**src/rtl/ram_master.sv**
```systemverilog
// ram_master: single-port synchronous RAM burst controller.
//   Accepts write/read burst commands (start address, length-1) and
//   sequences them onto a RAM port with one access per cycle.
// Ports:
//   clk, reset_n               clock, async active-low reset
//   cmd_valid/ready/wr/addr/len command channel (len = beats-1)
//   wr_valid/ready/data        write-data beats (consumed only in WR)
//   rd_valid/data/last         read-data return, no backpressure
//   busy                       command or read return in flight
//   cen/wen/m_addr/m_din       RAM request (zeroed when cen=0)
//   m_dout                     RAM read data, valid cycle after issue
module ram_master (
  input  logic        clk,
  input  logic        reset_n,
  input  logic        cmd_valid,
  output logic        cmd_ready,
  input  logic        cmd_wr,
  input  logic [7:0]  cmd_addr,
  input  logic [3:0]  cmd_len,
  input  logic        wr_valid,
  output logic        wr_ready,
  input  logic [63:0] wr_data,
  output logic        rd_valid,
  output logic [63:0] rd_data,
  output logic        rd_last,
  output logic        busy,
  output logic        cen,
  output logic        wen,
  output logic [7:0]  m_addr,
  output logic [63:0] m_din,
  input  logic [63:0] m_dout
);

  typedef enum logic [1:0] {S_IDLE, S_WR, S_RD, S_FLUSH} state_e;

  state_e      state_q, state_d;
  logic [7:0]  addr_q, addr_d;
  logic [3:0]  cnt_q, cnt_d;
  logic        pend_q, pend_d;   // read issued last edge, data on m_dout now
  logic        last_q, last_d;   // that read was the final beat of its burst

  always_comb begin
    state_d = state_q;
    addr_d  = addr_q;
    cnt_d   = cnt_q;
    pend_d  = 1'b0;
    last_d  = 1'b0;
    cen     = 1'b0;
    wen     = 1'b0;
    m_addr  = 8'h00;
    m_din   = 64'h0;
    case (state_q)
      S_IDLE: begin
        if (cmd_valid) begin
          addr_d  = cmd_addr;
          cnt_d   = cmd_len;
          state_d = cmd_wr ? S_WR : S_RD;
        end
      end
      S_WR: begin
        // No write data this cycle is a bubble: nothing issued, nothing advances.
        if (wr_valid) begin
          cen    = 1'b1;
          wen    = 1'b1;
          m_addr = addr_q;
          m_din  = wr_data;
          addr_d = addr_q + 8'd1;
          cnt_d  = cnt_q - 4'd1;
          if (cnt_q == 4'd0) state_d = S_IDLE;
        end
      end
      S_RD: begin
        cen    = 1'b1;
        m_addr = addr_q;
        addr_d = addr_q + 8'd1;
        cnt_d  = cnt_q - 4'd1;
        pend_d = 1'b1;
        last_d = (cnt_q == 4'd0);
        if (cnt_q == 4'd0) state_d = S_FLUSH;
      end
      // One dead cycle lets the final read return drain before IDLE.
      S_FLUSH: state_d = S_IDLE;
      default: state_d = S_IDLE;
    endcase
  end

  always_ff @(posedge clk or negedge reset_n) begin
    if (!reset_n) begin
      state_q <= S_IDLE;
      addr_q  <= 8'h00;
      cnt_q   <= 4'h0;
      pend_q  <= 1'b0;
      last_q  <= 1'b0;
    end else begin
      state_q <= state_d;
      addr_q  <= addr_d;
      cnt_q   <= cnt_d;
      pend_q  <= pend_d;
      last_q  <= last_d;
    end
  end

  assign cmd_ready = (state_q == S_IDLE);
  assign wr_ready  = (state_q == S_WR);
  assign rd_valid  = pend_q;
  assign rd_last   = pend_q & last_q;
  assign rd_data   = pend_q ? m_dout : 64'h0;
  assign busy      = (state_q != S_IDLE) | pend_q;

endmodule

```
**config.mk**
```make
export PLATFORM = sky130hd
export DESIGN_NAME = ram_master
export DESIGN_NICKNAME = d
export VERILOG_FILES = /design/src/rtl/ram_master.sv
export SDC_FILE = /design/constraint.sdc
export NUM_CORES = 1
export LEC_CHECK = 0
export ABC_AREA = 1
export ABC_CLOCK_PERIOD_IN_PS = 1900
export CORE_AREA = 4 4 111 113
export DETAILED_ROUTE_END_ITERATION = 6
export DIE_AREA = 0 0 115 117
export PLACE_DENSITY = 0.65
export SLEW_MARGIN = 20
export SYNTH_ARGS = -nofsm -noshare
export SYNTH_HDL_FRONTEND = slang
export SYNTH_SLANG_ARGS = --single-unit
```
**constraint.sdc**
```tcl
create_clock -name clk -period 1.9 [get_ports clk]
set_input_delay 0.38 -clock clk [delete_from_list [all_inputs] [get_ports clk]]
set_output_delay 0.38 -clock clk [all_outputs]
set_load 0.05 [all_outputs]
```
Yosys cells after proc, flatten, opt, wreduce, memory -nomap -nowiden
Index checks and enable logic that the tools add are counted.
W data, S select, Z words.
{"block": "totals", "register_bits": 16, "in_bits": 145, "output_inout_bits": 143, "word_cells": 44}
{"block": "op_classes", "add_sub_neg": 2, "eq_ne": 7, "n_mux": 22, "n_bitwise": 2, "n_reduce_logical": 6}
{"op": "$mux W64", "count": 3}
{"op": "$mux W8", "count": 3}
{"op": "$pmux W8 S3", "count": 1}
{"op": "$pmux W8 S2", "count": 1}
{"op": "$pmux W4 S3", "count": 1}
{"op": "$mux W2", "count": 5}
{"op": "$add A8 B1 Y8 const B", "count": 1}
{"op": "$mux W4", "count": 2}
{"op": "$pmux W2 S4", "count": 1}
{"op": "$ne A2 B2 Y1 const B", "count": 3}
{"op": "$eq A2 B2 Y1 const B", "count": 2}
{"op": "$logic_not A4 Y1", "count": 1}
{"op": "$mux W1", "count": 4}
{"op": "$reduce_and A4 Y1", "count": 1}
{"op": "$sub A4 B1 Y4 const B", "count": 1}
{"op": "$reduce_and A3 Y1", "count": 1}
{"op": "$reduce_bool A3 Y1", "count": 1}
{"op": "$eq A2 B1 Y1 const B", "count": 1}
{"op": "$logic_not A2 Y1", "count": 1}
{"op": "$ne A2 B1 Y1 const B", "count": 1}
{"op": "$pmux W1 S2", "count": 1}
{"op": "$reduce_bool A2 Y1", "count": 1}
{"op": "$and A1 B1 Y1", "count": 1}
{"op": "$or A1 B1 Y1", "count": 1}

Longest topological paths before layout
Gate-level depths: netlist of run 1.
{"block": "depth", "word_depth": 4, "mapped_depth": 9, "depth_no_buf": 9}

Worst setup path after synthesis of run 1
No wires, ideal clock.
{"block": "synth_timing", "path_kind": "register to output", "start": "register state_q[1]", "end": "output m_din[10]", "arrival_ps": 2120, "required_time_ps": 1520, "setup_slack_ps": -600, "path_stages_with_launch": 7, "n_path_buf": 2, "path_cell_list": "dfrtp_1 > inv_1 > ha_1 > nand2_1 > buf_4 > buf_6 > nor2_1"}
{"block": "synth_via", "elab_chain_cells": 2}
{"element": "from (decl)", "line_no": "36", "text": "state_e state_q, state_d;"}
{"element": "from (signal assigned)", "line_no": "95", "text": "state_q <= state_d;"}
{"element": "$eq A2 B1 Y1"}
{"element": "net wr_ready", "line_no": "21", "text": "output logic wr_ready,"}
{"element": "$mux W64", "line_no": "52", "text": "case (state_q)"}
{"element": "to (decl)", "line_no": "30", "text": "output logic [63:0] m_din,"}
The timed path passes the listed nets, and every way through them passes these cells.

Worst setup path in the final report of run 1
{"block": "layout_timing", "start": "register state_q[1]", "end": "output m_din[52]"}
{"block": "layout_via", "elab_chain_cells": 2}
{"element": "$eq A2 B1 Y1", "line_no": "52"}
{"element": "$mux W64", "line_no": "52"}
Every way passes these cells.

==> out/qor.yml, run 1 <==
run_status:
  status: "complete, but fails checks"
  violations: "negative setup slack"
flow_run:
  drv_cap: 0
route:
  antenna_left: 0
  vias: 3658
  routedWlPerCell_um: 15.6
  first_pass_iters: 4
  wl_um: 13900
  drc_errors: 0
  dr.first_iter.drc_count: 111
  viasPerCell: 4.11
yosys:
  synth_fp_nets: 595
  synth_seq_area_share_pct: 17.6
  yosysTopAreaCellShare_pct: 24.6
  synth_compound_area_share_pct: 6.66
  synth-adder-area-share_pct: 4.96
  synth.largest_area_cell: "inv_1"
  synthCells: 441
  yosysWarnings: 0
  synth_xor_area_share_pct: 0.385
  syn_avg_cell_area_um2: 5.15
  synth_mux_area_share_pct: 0
  synth.area.top_cells: "inv_1, nand2_1, dfrtp_1, nor2_1, ha_1"
  ys_ff_latch: 16
  netlist-cell-type-count: 24
  synth_top_family_by_area: "simple AND/OR/NAND/NOR gates"
  synthSimpleGateAreaFrac_pct: 38.8
  synth_area_um2: 2270
clocking:
  clock_path_buffers: 2
  clk_pin_slew_ps: 50
  ctsHoldBuffers: 0
  cts_tree: "yes"
  clk_latency_ps: 250
  htree_levels: 1
  cts_num_sinks: 16
  root_buffer: "clkbuf_16"
  cts-buffers-inserted: 3
placement:
  dp_worst_setup_slack_ps: -205
  place.gp.congestion: 0.858
  dp_hpwl_um: 12200
  portBuffers: 287
  placed_cells: 875
  post_dp_cell_area_um2: 7300
global_route:
  use_met1_pct: 19.6
  met2_usage_pct: 38.2
  met3_usage_pct: 3.60
  grt_overflow: 0
  antenna_found_initial: 1
  grt_use_total_pct: 18.8
  grt_pass1_vias: 3555
  grt_pass1_wl_um: 19800
  globalRoute.busiestLayer: "met2"
  grt_max_degree: 68
worst_setup_path:
  cp_top_family: "buffers and inverters"
  critPathLaunchType: "flop"
  cpPeakStageDelay_ps: 390
  setup.worst_path.end_class: "primary output"
  crit_type: "flop to primary output"
  crit_fanout: 6
  critPathBufInv: 5
  cp.required_ps: 1520
  crit_chain: "inv_2, ha_4, nand2_4, buf_8, buf_12, buf_8, nor2_4, buf_12"
  crit_slowest_cell: "dfrtp_1"
  arrival_ps: 1640
pwr:
  ir_drop_v: 0.00111
  power.density_nw_per_um2: 1220
  fin_total_pwr_mw: 9.31
  p_leak_nw: 3.80
sta:
  setup_violations: 66
  setup_ws_ps: -116
  slew_violations: 0
  fin_crit_sh_pct: 106
  tns_ps: -4650
  clock.fmax_mhz: 496
  hold_slack_ps: 460
  final_hold_viol_count: 0
  skew_ps: 2.06
  relSlewSlack_pct: 80.6
  rsz0062_at_grt: "yes"
  min_period_ps: 2020
  worst_pin_slew_ps: 292
floorplan:
  ioPinCount: 288
  die_w_um: 115
  die_h_um: 117
  core-area_um2: 11300
  start_util_pct: 20.1
  rows: 39
  fp.dieArea_um2: 13500
finish:
  final_cells: 891
  postLayoutCoreUtil_pct: 67.6
  finalNetCount: 902
  design_area_um2: 7650
  syn2layout_area_growth_pct: 237
  drive_gt1_share_pct: 37.2
min_path:
  hold_class: "primary input to async pin"
## Yosys cell counts (all sizes together)
cell type,count
o21ai,19
a21oi,3
nand4,1
nand3,11
dfrtp,16
or2,1
nor2,93
ha,9
clkbuf,2
nand2,117
xor2,1
buf,16
nor3,1
inv,150
and2,1
## cells by family (layout without fill, tap and decap cells)
group | Yosys count | after routing
buffers and inverters | 168 | 474
adders and majority gates | 9 | 9
and+or+nand+nor | 225 | 225
AOI/OAI and AO/OA | 22 | 22
DFF | 16 | 16
other | 0 | 1
xor gates and xnor gates | 1 | 1
## routing by layer
layer | vias to the layer above | share of wire [%]
li1 | 1816 | -
met4 | 0 | 2.0
met1 | 1662 | 34
met2 | 162 | 57
met3 | 18 | 7.0
met5 | - | 0
## power breakdown
group / total, mW / internal (mW) / switching [mW]
sequential: 0.671 / 0.518 / 0.153
combinational: 8.18 / 3.61 / 4.57
clock: 0.458 / 0.320 / 0.138
## layout by cell type (no fill, tap or decap), types with 3 or more instances in the layout
master,instances
o21ai_0,6
nor2_4,71
dfrtp_1,14
inv_1,147
nand2_2,3
nand2_1,113
buf_4,18
clkbuf_16,4
o21ai_2,10
nand3_1,11
clkdlybuf4s50_1,143
buf_6,7
buf_8,5
nor2_1,21
ha_1,6
buf_12,144
## registers in the layout, summed over array words and instances (netlist names)
register / count
rd_valid: 1
addr_q: 8
last_q: 1
cnt_q: 4
state_q: 2
## worst register-to-register path, delay by kind of cell (launching register included)
| family | cells | cell delay, ps |
|---|---|---|
| fa+ha+maj | 1 | 340 |
| buf+inv | 5 | 530 |
| flops | 1 | 370 |
| simple gates | 4 | 380 |
## final cells by class
type	instances	area, µm²
Tap cell	143	179
Clock buffer	4	88.8
Sequential cell	16	403
Timing Repair Buffer	320	4660
Antenna cell	1	2.50
Fill cell	888	3670
Multi-Input combinational cell	257	1740
Inverter	150	571
## what timing repair did
action,in CTS,in global routing
cloned,0,1
resized for setup,23,10
setup buffers,8,2
endpoints found under the setup margin,74,70
pin swaps,3,2
## path summary, 6_finish.rpt
kind,start,endpoint,slack (ps),cells after the start
setup / recovery,state_q[1]$_DFFE_PN0P_,m_din[52],-120,8
setup reg to reg,state_q[1]$_DFFE_PN0P_,addr_q[4]$_DFFE_PN0P_,180,10
max in group asynchronous,reset_n,state_q[0]$_DFFE_PN0P_,1230,2
min in group clk,addr_q[7]$_DFFE_PN0P_,addr_q[7]$_DFFE_PN0P_,520,2
hold / removal,reset_n,addr_q[7]$_DFFE_PN0P_,460,2
hold reg to reg,addr_q[7]$_DFFE_PN0P_,addr_q[7]$_DFFE_PN0P_,520,2
Note: power is estimated with default switching activity, not from simulation.
==> inputs of run 2 (changes only) <==
Settings changed: SLEW_MARGIN 20 to unset.
==> results of run 2 <==
Final layout, timing and power as in run 1 (identical DEF).
